<file path="src/rtl/bus_arbiter_rr_pkg.sv">
// Shared types and constants for the round-robin / fixed-priority bus arbiter.
package bus_arbiter_rr_pkg;

  typedef enum logic [1:0] {
    ST_IDLE = 2'd0,
    ST_BUSY = 2'd1,
    ST_ACK  = 2'd2
  } arb_state_e;

  localparam int unsigned ARB_RR    = 0;
  localparam int unsigned ARB_FIXED = 1;

  // Index width that never collapses to zero bits for a single entry.
  function automatic int unsigned idx_width(input int unsigned n);
    return (n > 1) ? $clog2(n) : 1;
  endfunction

endpackage

</file>
<file path="src/rtl/bus_arbiter_pick.sv">
// Combinational winner selection: rotating scan from ptr, or lowest index in fixed mode.
module bus_arbiter_pick
  import bus_arbiter_rr_pkg::*;
#(
  parameter int unsigned  CHANNELS = 2,
  localparam int unsigned GW       = idx_width(CHANNELS)
) (
  input  logic [CHANNELS-1:0] req,
  input  logic [GW-1:0]       ptr,
  input  logic                mode,
  output logic                valid_c,
  output logic [GW-1:0]       idx_c
);

  localparam int unsigned RW = idx_width(2 * CHANNELS);

  // Doubled request vector lets the rotating scan run without a modulo.
  logic [2*CHANNELS-1:0] req2;
  logic [RW-1:0]         pos;

  assign req2 = {req, req};

  always_comb begin
    valid_c = 1'b0;
    idx_c   = '0;
    pos     = '0;
    if (mode) begin
      for (int i = int'(CHANNELS) - 1; i >= 0; i--) begin
        if (req[i]) begin
          valid_c = 1'b1;
          idx_c   = GW'(i);
        end
      end
    end else begin
      // Scan farthest offset first so the nearest requester to ptr is the last write.
      for (int off = int'(CHANNELS) - 1; off >= 0; off--) begin
        pos = RW'(ptr) + RW'(off);
        if (req2[pos]) begin
          valid_c = 1'b1;
          idx_c   = (pos >= RW'(CHANNELS)) ? GW'(pos - RW'(CHANNELS)) : GW'(pos);
        end
      end
    end
  end

endmodule

</file>
<file path="src/rtl/bus_arbiter_rr.sv">
// N-channel request/ready arbiter onto one downstream bus, with registered read
// data return and optional per-transaction timeout.
module bus_arbiter_rr
  import bus_arbiter_rr_pkg::*;
#(
  parameter int unsigned CHANNELS = 2,
  parameter int unsigned AW       = 32,
  parameter int unsigned DW       = 32,
  parameter int unsigned MODE     = ARB_RR,
  parameter int unsigned TIMEOUT  = 0
) (
  input  logic                   i_clock,
  input  logic                   i_reset,
  input  logic [CHANNELS-1:0]    i_request,
  input  logic [CHANNELS-1:0]    i_rw,
  input  logic [CHANNELS*AW-1:0] i_address,
  input  logic [CHANNELS*DW-1:0] i_wdata,
  output logic [CHANNELS-1:0]    o_ready,
  output logic [DW-1:0]          o_rdata,
  output logic                   o_bus_request,
  output logic                   o_bus_rw,
  output logic [AW-1:0]          o_bus_address,
  output logic [DW-1:0]          o_bus_wdata,
  input  logic                   i_bus_ready,
  input  logic [DW-1:0]          i_bus_rdata,
  output logic                   o_timeout
);

  localparam int unsigned GW = idx_width(CHANNELS);
  localparam int unsigned CW = (TIMEOUT > 0) ? $clog2(TIMEOUT + 1) : 1;

  arb_state_e           state_q, state_d;
  logic [GW-1:0]        grant_q, grant_d;
  logic [GW-1:0]        ptr_q, ptr_d;
  logic [CW-1:0]        cnt_q, cnt_d;
  logic                 bus_req_q, bus_req_d;
  logic                 bus_rw_q, bus_rw_d;
  logic [AW-1:0]        bus_addr_q, bus_addr_d;
  logic [DW-1:0]        bus_wdata_q, bus_wdata_d;
  logic [CHANNELS-1:0]  ready_q, ready_d;
  logic [DW-1:0]        rdata_q, rdata_d;
  logic                 timeout_q, timeout_d;

  logic                 pick_valid_c;
  logic [GW-1:0]        pick_idx_c;
  logic                 timeout_hit_c;
  logic [AW-1:0]        addr_a  [CHANNELS];
  logic [DW-1:0]        wdata_a [CHANNELS];

  bus_arbiter_pick #(
    .CHANNELS (CHANNELS)
  ) u_pick (
    .req     (i_request),
    .ptr     (ptr_q),
    .mode    (MODE == ARB_FIXED),
    .valid_c (pick_valid_c),
    .idx_c   (pick_idx_c)
  );

  // Unpack the flat per-channel buses so the grant can index them directly.
  always_comb begin
    for (int c = 0; c < int'(CHANNELS); c++) begin
      addr_a[c]  = i_address[c*AW +: AW];
      wdata_a[c] = i_wdata[c*DW +: DW];
    end
  end

  assign timeout_hit_c = (TIMEOUT != 0) && (cnt_q == CW'(TIMEOUT - 1));

  always_comb begin
    state_d     = state_q;
    grant_d     = grant_q;
    ptr_d       = ptr_q;
    cnt_d       = cnt_q;
    bus_req_d   = bus_req_q;
    bus_rw_d    = bus_rw_q;
    bus_addr_d  = bus_addr_q;
    bus_wdata_d = bus_wdata_q;
    ready_d     = '0;
    rdata_d     = rdata_q;
    timeout_d   = timeout_q;

    case (state_q)
      ST_IDLE: begin
        if (pick_valid_c) begin
          state_d     = ST_BUSY;
          grant_d     = pick_idx_c;
          cnt_d       = '0;
          bus_req_d   = 1'b1;
          bus_rw_d    = i_rw[pick_idx_c];
          bus_addr_d  = addr_a[pick_idx_c];
          bus_wdata_d = wdata_a[pick_idx_c];
        end
      end
      ST_BUSY: begin
        cnt_d = cnt_q + CW'(1);
        // A real completion wins over a timeout landing in the same cycle.
        if (i_bus_ready || timeout_hit_c) begin
          state_d          = ST_ACK;
          ready_d[grant_q] = 1'b1;
          bus_req_d        = 1'b0;
          bus_rw_d         = 1'b0;
          bus_addr_d       = '0;
          bus_wdata_d      = '0;
          rdata_d          = i_bus_ready ? i_bus_rdata : '0;
          timeout_d        = timeout_q | ~i_bus_ready;
        end
      end
      ST_ACK: begin
        ptr_d   = (grant_q == GW'(CHANNELS - 1)) ? '0 : grant_q + GW'(1);
        state_d = ST_IDLE;
      end
      default: state_d = ST_IDLE;
    endcase
  end

  always_ff @(posedge i_clock or negedge i_reset) begin
    if (!i_reset) begin
      state_q     <= ST_IDLE;
      grant_q     <= '0;
      ptr_q       <= '0;
      cnt_q       <= '0;
      bus_req_q   <= 1'b0;
      bus_rw_q    <= 1'b0;
      bus_addr_q  <= '0;
      bus_wdata_q <= '0;
      ready_q     <= '0;
      rdata_q     <= '0;
      timeout_q   <= 1'b0;
    end else begin
      state_q     <= state_d;
      grant_q     <= grant_d;
      ptr_q       <= ptr_d;
      cnt_q       <= cnt_d;
      bus_req_q   <= bus_req_d;
      bus_rw_q    <= bus_rw_d;
      bus_addr_q  <= bus_addr_d;
      bus_wdata_q <= bus_wdata_d;
      ready_q     <= ready_d;
      rdata_q     <= rdata_d;
      timeout_q   <= timeout_d;
    end
  end

  assign o_ready       = ready_q;
  assign o_rdata       = rdata_q;
  assign o_bus_request = bus_req_q;
  assign o_bus_rw      = bus_rw_q;
  assign o_bus_address = bus_addr_q;
  assign o_bus_wdata   = bus_wdata_q;
  assign o_timeout     = timeout_q;

endmodule

</file>
<file path="config.mk">
export PLATFORM = sky130hd
export DESIGN_NAME = bus_arbiter_rr
export DESIGN_NICKNAME = d
export VERILOG_FILES = /design/src/rtl/bus_arbiter_rr_pkg.sv /design/src/rtl/bus_arbiter_pick.sv /design/src/rtl/bus_arbiter_rr.sv
export SDC_FILE = /design/constraint.sdc
export NUM_CORES = 1
export LEC_CHECK = 0
export ABC_AREA = 1
export BUFFER_PORTS_ARGS = -buffer_cell sky130_fd_sc_hd__buf_2
export CAP_MARGIN = 20
export CORE_ASPECT_RATIO = 1.1
export CORE_UTILIZATION = 42
export DETAILED_ROUTE_END_ITERATION = 6
export GPL_TIMING_DRIVEN = 0
export PLACE_DENSITY = 0.8
export SLEW_MARGIN = 20
export SYNTH_ARGS = -nofsm -noshare
export SYNTH_HDL_FRONTEND = slang
export SYNTH_SLANG_ARGS = --single-unit
export TNS_END_PERCENT = 1
</file>
<file path="constraint.sdc">
create_clock -name i_clock -period 1.4 [get_ports i_clock]
set_clock_uncertainty 0.1 [all_clocks]
set_input_delay 0.21 -clock i_clock [delete_from_list [all_inputs] [get_ports i_clock]]
set_output_delay 0.21 -clock i_clock [all_outputs]
set_load 0.01 [all_outputs]
</file>
==> out/qor.csv, run 1 <==
metric;value;unit
Unique masters post-synth;14;
Final nets;1213;
clk_lat worst skew;0.34;ns
sequential fraction of the synthesis area;0.4976;
Cell Area, Synth;0.005280;sq mm
cts bufs inserted;9;
# port buffers;267;
PnR worst setup slack;-0.05481;ns
maximum clock frequency;0.6874;GHz
Avg Inst Size Synth;7.253;sq um
Filler cells;1068;
Final Cell Area;0.007707;sq mm
Clock Path Buffers;2;
YS warnings;0;
antenna cells;0;
crit path kind;flop to flop;
CP Data Required Time;1.58;ns
first-pass GRT wire length;26280;um
most frequent cells in the layout;buf_2 (282), nand2_1 (232), nand3_1 (194);
# rows;42;
full die area;0.01302;sq mm
Max Cap Viol;0;
largest net degree at the start of global routing;58;
Mapped Cells;728;
GP Congestion;0.8104;
I/O Pins;268;
DP Area;0.006843;sq mm
most common cell after layout, fill and taps aside;buf_2;
Finished Layout Cells;1205;
Starting Density;0.4350;
post-DP HPWL;11890;um
fin. max-slew vios;0;
Routed Antenna Nets;0;
dpl cells;1150;
Detailed Route Iter0 Violations;406;
worst relative slew slack;0.6739;
leak pwr;4.806;nW
first drt pass iteration count;5;
RSZ-0062 raised after global routing;yes;
status;finished with violations;
H-tree levels;3;
post-layout min period;1.455;ns
Vias per Instance;4.886;
final setup fails;53;
final period utilization;1.039;
Hold Path Class;input port to flop;
failing checks;negative setup slack;
die width;108.9;um
Die Y;119.6;um
share of cells above drive strength 1;0.3283;
Area growth syn-to-layout;45.97;%
pwr/cell area;1882;mW/mm^2
Fin. Hold Viols;0;
vias in the first global route;5521;
core area;0.01214;sq mm
crit end category;flop;
Residual DRC;0;
clock sink total;105;
via count;5888;
Post-Syn Nets;895;
worst slew pin tran;0.4891;ns
Worst Path Arrival;1.64;ns
Reg clk slew, reported paths;0.08;ns
CTS tree;built;
GRT Util Overall;0.2596;
FF+latch count, synth;105;
initial antenna violation count;1;
Critical Path Source Type;flop;
Post-Route WL;16860;um
CP Max Fanout;5;
total grt overflow;0;
Clock Root Buffer;clkbuf_16;
Max IR drop VDD;0.0009503;V
drt wl/cell;13.99;um
-- final cells by class --
cell class	count	area [sq um]	area share
tap	154	192.7	0.02500
sequential	105	2629	0.3411
multi-input combinational	441	1958	0.2541
clock buffer	9	225.2	0.02922
inverter	134	503.0	0.06526
buffer	49	362.8	0.04708
clock inverter	7	81.33	0.01055
timing repair buffer	306	1755	0.2278
-- registers in the layout, summed over array words and instances (netlist names) --
name	cells
o_bus_request	1
ptr_q	1
o_bus_rw	1
o_timeout	1
grant_q	1
o_ready	2
o_bus_address	32
o_bus_wdata	32
o_rdata	32
state_q	2
-- through the flow --
stage | hold WS [ns] | setup slack [ns] | utilization | TNS (ns) | power, mW
2_1_floorplan | -0.1856 | 0.1290 | - | 0 | 8.666
5_1_grt | 0.06782 | -0.1470 | 0.6349 | -8.337 | 15.54
6_report | 0.04068 | -0.05481 | 0.6349 | -1.088 | 14.51
4_1_cts | 0.04121 | -0.05917 | 0.6269 | -0.5117 | 14.28
3_5_place_dp | 0.08634 | -0.2964 | 0.5637 | -15.82 | 11.31
3_3_place_gp | 0.3029 | -1.171 | 0.5609 | -137.03 | 11.14
-- kinds of logic (layout without fill, tap and decap cells) --
family,count (synthesis),after routing,share of synthesized area
flip-flops,105,105,0.4976
AND/OR/NAND/NOR,435,436,0.3566
AO/OA/AOI/OAI,5,5,0.005687
buffers and inverters,183,505,0.1400
-- synth_stat cells --
cell type,number,share of area
nor2_1,5,0.0036
inv_1,134,0.095
buf_2,30,0.028
a21oi_1,1,0.00095
nand2_1,234,0.17
nand3_1,195,0.18
o21ai_2,1,0.0017
clkbuf_1,11,0.0078
nand3_2,1,0.0019
dfrtp_1,105,0.50
buf_1,4,0.0028
o21ai_0,2,0.0019
buf_4,4,0.0057
a31oi_1,1,0.0012
-- final timing paths --
kind	startpoint	to	slack [ns]	cells after the start
hold / removal	i_bus_ready	state_q[0]$_DFFE_PN0P_	0.04	2
setup / recovery	state_q[0]$_DFFE_PN0P_	o_bus_wdata[14]$_DFFE_PN0P_	-0.05	7
setup reg to reg	state_q[0]$_DFFE_PN0P_	o_bus_wdata[14]$_DFFE_PN0P_	-0.05	7
min in group asynchronous	i_reset	o_timeout$_DFFE_PN0P_	0.27	2
max in group asynchronous	i_reset	state_q[0]$_DFFE_PN0P_	0.27	3
hold reg to reg	o_timeout$_DFFE_PN0P_	o_timeout$_DFFE_PN0P_	0.36	1
-- routing by layer --
metal	vias to the layer above	track usage	part of all wire
met4	2	0.08953	0.026
met1	2717	0.3215	0.40
met3	42	0.04563	0.066
met2	263	0.4493	0.51
li1	2864	-	-
met5	-	0	0.00077
-- worst max-delay path: stages (launching register included) --
cell and delay [ns]:
dfrtp_2 0.46, inv_1 0.12, nand2_2 0.09, nor2_4 0.16
buf_4 0.19, buf_4 0.13, nand3_1 0.09, nand2_1 0.07
-- what timing repair did --
item	in CTS	in global routing
buffers inserted	2	1
endpoints found under the setup margin	102	97
resized for setup	43	23
hold buffers	33	0
hold endpoints to repair	80	0
gates cloned	1	2
pin swaps	1	2
-- power breakdown --
part / total (mW) / switching, mW / internal, mW
clock: 2.56 / 1.28 / 1.28
sequential: 5.24 / 0.810 / 4.43
combinational: 6.70 / 3.90 / 2.80
total: 14.5 / 5.99 / 8.52
Note: power is estimated with default switching activity, not from simulation.
==> run 2, diff against run 1 <==
--- a/config.mk
+++ b/config.mk
@@ -9,6 +9,7 @@
 export BUFFER_PORTS_ARGS = -buffer_cell sky130_fd_sc_hd__buf_2
 export CAP_MARGIN = 20
 export CORE_ASPECT_RATIO = 1.1
+export CORE_MARGIN = 2
 export CORE_UTILIZATION = 42
 export DETAILED_ROUTE_END_ITERATION = 6
 export GPL_TIMING_DRIVEN = 0
==> run 2 against run 1 <==
Against the previous run:
- the run still ends with negative setup slack left
- final cell count is 0.33% higher
- fmax is 0.79% higher
- die area is 3.5% higher
- utilization is 1.1 points higher
- global-route usage is 0.74 points lower
- routed wire length is 2.4% higher
- first-iteration DRC count is 8.9% lower
- critical path type unchanged
- critical endpoint is now o_bus_wdata[11]$_DFFE_PN0P_
==> out/qor.csv, run 2 (synthesized netlist as in run 1, its figures left out) <==
metric;value;unit;change
GP Congestion;0.8651;;+6.7%
multi-input logic area;0.001986;sq mm;+1.4%
utilization after layout;0.6458;;+0.01093
CTS tree;built;;
Hold Path Class;input port to flop;;
Reg clk slew, reported paths;0.08;ns;about the same
Worst Path Arrival;1.58;ns;-0.06 ns
I/O Pins;268;;unchanged
via count;5875;;-0.22%
FF-to-FF Start;state_q[0]$_DFFE_PN0P_;;
Vias per Instance;4.859;;-0.55%
crit end category;flop;;
first-pass GRT wire length;27480;um;+4.6%
status;finished with violations;;
maximum clock frequency;0.6928;GHz;+0.79%
H-tree levels;3;;unchanged
total grt overflow;0;;unchanged
TNS Setup;-0.2073;ns;+0.8806 ns
worst slew pin tran;0.3985;ns;-0.09061 ns
Clock Root Buffer;clkbuf_16;;
vias in the first global route;5696;;+3.2%
most frequent cells in the layout;buf_2 (282), nand2_1 (231), nand3_1 (191);;
final setup fails;10;;-81%
Detailed Route Iter0 Violations;370;;-8.9%
Die Y;121.6;um;+1.7%
Clock Path Buffers;2;;unchanged
die width;110.9;um;+1.8%
post-layout min period;1.443;ns;-0.01134 ns
Finished Layout Cells;1209;;+0.33%
post-DP HPWL;12200;um;+2.6%
largest net degree at the start of global routing;71;;+22%
drt wl/cell;14.28;um;+2.1%
Fin. Hold Viols;0;;unchanged
cts bufs inserted;9;;unchanged
GRT Util Overall;0.2522;;-0.007381
crit path kind;flop to flop;;
CP Data Required Time;1.54;ns;-0.04 ns
core area;0.01214;sq mm;unchanged
final period utilization;1.031;;-0.008102
first drt pass iteration count;6;;+1
Residual DRC;0;;unchanged
Area growth syn-to-layout;48.48;%;
Max Cap Viol;0;;unchanged
clk_lat worst skew;0.34;ns;about the same
CP Max Fanout;10;;+5
CP Launch Point;state_q[0]$_DFFE_PN0P_;;
clock sink total;105;;unchanged
Routed Antenna Nets;0;;unchanged
initial antenna violation count;0;;-1
fin. max-slew vios;0;;unchanged
Max IR drop VDD;0.0009307;V;-2.1%
min-delay src;i_bus_ready;;
pwr/cell area;1891;mW/mm^2;+0.47%
Critical Path Source Type;flop;;
leak pwr;4.862;nW;+1.2%
share of cells above drive strength 1;0.3374;;+0.009182
sequential cell area;0.002630;sq mm;about the same
Starting Density;0.4350;;unchanged
PnR worst setup slack;-0.04346;ns;+0.01134 ns
antenna cells;0;;unchanged
worst relative slew slack;0.7343;;+0.06041
full die area;0.01349;sq mm;+3.5%
dpl cells;1150;;unchanged
# rows;42;;unchanged
# port buffers;267;;unchanged
failing checks;negative setup slack;;
Post-Route WL;17270;um;+2.4%
Filler cells;1070;;+0.19%
Final nets;1217;;+0.33%
RSZ-0062 raised after global routing;yes;;
most common cell after layout, fill and taps aside;buf_2;;
## run 2: routing by layer
metal  vias up  part of all wire  global-route usage
li1       2873                 -                   -
met1      2660              0.40              0.3044
met3        57             0.070             0.04577
met2       285              0.49              0.4459
met5         -                 0                   0
met4         0             0.038              0.1086
## run 2: worst max-delay path, cell delays in order (launching register included)
cell and delay (ns):
dfrtp_2 0.46, nor2_2 0.17, o21ai_4 0.12, buf_6 0.16, buf_4 0.17, nand3_1 0.08, nand2_1 0.06
## run 2: worst paths after layout
kind	end	slack (ns)	cells past startpoint
max	o_bus_wdata[11]$_DFFE_PN0P_	-0.04	6
min	state_q[0]$_DFFE_PN0P_	0.05	2
max reg2reg	o_bus_wdata[11]$_DFFE_PN0P_	-0.04	6
min reg2reg	o_timeout$_DFFE_PN0P_	0.36	1
max in group asynchronous	state_q[0]$_DFFE_PN0P_	0.30	3
min in group asynchronous	o_bus_wdata[31]$_DFFE_PN0P_	0.23	2
## run 2: final cells by class
class	count	area share
clock inverter	7	0.01069
tap	154	0.02458
buffer	49	0.05011
inverter	134	0.06447
multi-input combinational	441	0.2533
timing repair buffer	310	0.2327
clock buffer	9	0.02873
sequential	105	0.3355
## run 2: per-stage QoR
step	power, mW	worst slack (ns)	area (sq um)	hold slack (ns)
after floorplan	8.666	0.1290	5280	-0.1856
after CTS	14.25	-0.04848	7600	0.0001491
after global placement	11.18	-1.176	6809	0.3038
after global routing	15.88	-0.08971	7840	0.06891
final	14.83	-0.04346	7840	0.04612
after detailed placement	11.34	-0.2832	6843	0.03013
## run 2: timing repair
item / 4_1_cts / 5_1_grt
endpoints found under the hold margin: 67 / 0
setup endpoints to repair: 102 / 91
resized for setup: 46 / 38
hold buffers: 33 / 0
setup buffers: 0 / 5
cloned: 0 / 5
pin swaps: 1 / 4
## run 2: power by group
group          internal (mW)  switching, mW
sequential              4.43          0.801
clock                   1.29           1.29
combinational           2.99           4.03
total                   8.71           6.12
==> run 3, diff against run 2 <==
--- a/config.mk
+++ b/config.mk
@@ -10,10 +10,11 @@
 export CAP_MARGIN = 20
 export CORE_ASPECT_RATIO = 1.1
 export CORE_MARGIN = 2
-export CORE_UTILIZATION = 42
+export CORE_UTILIZATION = 50
+export CTS_BUF_LIST = sky130_fd_sc_hd__clkbuf_8 sky130_fd_sc_hd__clkbuf_16
 export DETAILED_ROUTE_END_ITERATION = 6
 export GPL_TIMING_DRIVEN = 0
-export PLACE_DENSITY = 0.8
+export PLACE_DENSITY = 0.89
 export SLEW_MARGIN = 20
 export SYNTH_ARGS = -nofsm -noshare
 export SYNTH_HDL_FRONTEND = slang
==> constraint.sdc (replaced) <==
create_clock -name i_clock -period 1.7 [get_ports i_clock]
set_clock_uncertainty 0.1 [all_clocks]
set_input_delay 0.255 -clock i_clock [delete_from_list [all_inputs] [get_ports i_clock]]
set_output_delay 0.255 -clock i_clock [all_outputs]
set_load 0.01 [all_outputs]
==> run 3 against run 2 <==
Against the previous run:
- the run now ends clean
- register-to-register slack better by 0.16 ns
- utilization is 5.5 points higher
- sequential share of layout area is 2.7 points higher
- sequential power is 18% lower
- hold slack worse by 0.035 ns
- combinational power is 28% lower
- final cell count is 3.6% lower
- total power is 23% lower
- fmax is 8.6% lower
- critical path type unchanged
==> out/qor.csv, run 3 (synthesized netlist as in run 1, its figures left out) <==
metric;value;unit;change
CP Max Fanout;10;;unchanged
cts bufs inserted;9;;unchanged
Routed Antenna Nets;0;;unchanged
status;complete, no violations;;
fin. max-slew vios;0;;unchanged
core area;0.01034;sq mm;-15%
drt wl/cell;13.72;um;-3.9%
Post-Route WL;15990;um;-7.4%
TNS Setup;0;ns;+0.2073 ns
antenna cells;0;;unchanged
Seq pwr share;0.374;;+0.021
Sw Ratio;0.4095;;-0.003039
PnR worst setup slack;0.1205;ns;+0.1640 ns
Detailed Route Iter0 Violations;202;;-45%
Area growth syn-to-layout;37.27;%;
final period utilization;0.9291;;-0.1020
pwr/cell area;1583;mW/mm^2;-16%
Hold Path Class;input port to flop;;
dpl cells;1139;;-0.96%
Finished Layout Cells;1165;;-3.6%
post-DP HPWL;11970;um;-1.9%
CP Data Required Time;1.83;ns;+0.29 ns
crit end category;flop;;
Reg clk slew, reported paths;0.08;ns;about the same
via count;5692;;-3.1%
final setup fails;0;;-10
maximum clock frequency;0.6331;GHz;-8.6%
Critical Path Source Type;flop;;
Vias per Instance;4.886;;+0.54%
most frequent cells in the layout;buf_2 (295), nand2_1 (234), nand3_1 (195);;
vias in the first global route;5613;;-1.5%
die width;102.0;um;-8.0%
Die Y;111.8;um;-8.1%
sw power;4.698;mW;-23%
first-pass GRT wire length;25950;um;-5.6%
Max Cap Viol;0;;unchanged
initial antenna violation count;0;;unchanged
GP Congestion;0.8455;;-2.3%
CTS tree;built;;
total grt overflow;0;;unchanged
Final nets;1184;;-2.7%
Hold Slack;0.01078;ns;-0.03534 ns
worst slew pin tran;0.4997;ns;+0.1013 ns
part of the power in combinational logic;0.438;;-0.035
Clock Path Buffers;2;;unchanged
Residual DRC;0;;unchanged
GRT Util Overall;0.2863;;+0.03411
clock power share;0.188;;+0.014
Clock Root Buffer;clkbuf_16;;
largest net degree at the start of global routing;56;;-21%
leak pwr;4.618;nW;-5.0%
CP Launch Point;state_q[1]$_DFFE_PN0P_;;
min-delay src;i_bus_rdata[15];;
Starting Density;0.5104;;+0.07544
# port buffers;267;;unchanged
post-layout min period;1.579;ns;+0.1360 ns
R2R Path End;o_rdata[14]$_DFFE_PN0P_;;
utilization after layout;0.7007;;+0.05481
worst relative slew slack;0.6668;;-0.06751
I/O Pins;268;;unchanged
CP endpoint;o_rdata[14]$_DFFE_PN0P_;;
share of cells above drive strength 1;0.3160;;-0.02139
Register-to-Register Path Depth;6;;unchanged
Worst Path Arrival;1.71;ns;+0.13 ns
Fin. Hold Viols;0;;unchanged
Placement Setup Slack;0.05535;ns;+0.3386 ns
crit path kind;flop to flop;;
RSZ-0062 raised after global routing;no;;
FF-to-FF Start;state_q[1]$_DFFE_PN0P_;;
Internal Pwr Total;6.774;mW;-22%
full die area;0.01140;sq mm;-15%
clock sink total;105;;unchanged
clk_lat worst skew;0.33;ns;about the same
first drt pass iteration count;7;;+1
# rows;39;;-7.1%
most common cell after layout, fill and taps aside;buf_2;;
H-tree levels;3;;unchanged
reg2reg setup slack;0.12;ns;+0.16 ns
Max IR drop VDD;0.0009260;V;-0.50%
## run 3: timing repair
item / in CTS / in global routing
resized for setup: 0 / 4
hold buffers: 10 / 0
endpoints found under the setup margin: 0 / 17
setup buffers: 0 / 0
endpoints found under the hold margin: 59 / 0
## run 3: per-layer routing
layer	vias to the layer above	part of all wire	GRT usage
met3	37	0.074	0.05775
met1	2585	0.39	0.3402
li1	2808	-	-
met2	262	0.51	0.5092
met5	-	0	0
met4	0	0.028	0.09867
## run 3: worst min-delay path by stage
| stage | endpoint | slack (ns) | depth (start not counted) |
|---|---|---|---|
| floorplan | grant_q$_DFFE_PN0P_ | -0.14 | 0 |
| global placement | o_timeout$_DFFE_PN0P_ | 0.34 | 1 |
| detailed placement | o_bus_address[10]$_DFFE_PN0P_ | 0.14 | 1 |
| CTS | o_rdata[15]$_DFFE_PN0P_ | 0.0001 | 3 |
| global route | o_rdata[29]$_DFFE_PN0P_ | 0.007 | 3 |
| finish | o_rdata[15]$_DFFE_PN0P_ | 0.01 | 3 |
## run 3: through the flow
| stage | power, mW | cell area (sq um) |
|---|---|---|
| 2_1_floorplan | 7.137 | 5280 |
| 3_3_place_gp | 9.127 | 6795 |
| 3_5_place_dp | 9.301 | 6829 |
| 4_1_cts | 11.52 | 7243 |
| 5_1_grt | 12.35 | 7248 |
| 6_report | 11.47 | 7248 |
## run 3: critical path, cell delays in order, from the launching register on
cell and delay [ns]:
dfrtp_1 0.42, inv_1 0.11, nand3_2 0.23, buf_4 0.28
buf_2 0.19, nand2_1 0.09, nand2_1 0.06
## run 3: power by group through the flow
stage,combinational (mW),clock (mW),sequential (mW)
after floorplan,2.35,0,4.79
after global placement,4.86,0,4.27
after detailed placement,5.02,0,4.28
after CTS,5.04,2.20,4.28
after global routing,5.64,2.30,4.41
final,5.02,2.16,4.30
## run 3: final cells by class
type / count / area (sq um)
well taps: 143 / 178.9
plain buffers: 49 / 241.5
repair buffers: 278 / 1470
clock buffers: 9 / 225.2
flip-flops and latches: 105 / 2628
fillers: 899 / 3097
clock inverters: 7 / 88.84
multi-input cells: 440 / 1913
inverters: 134 / 503.0
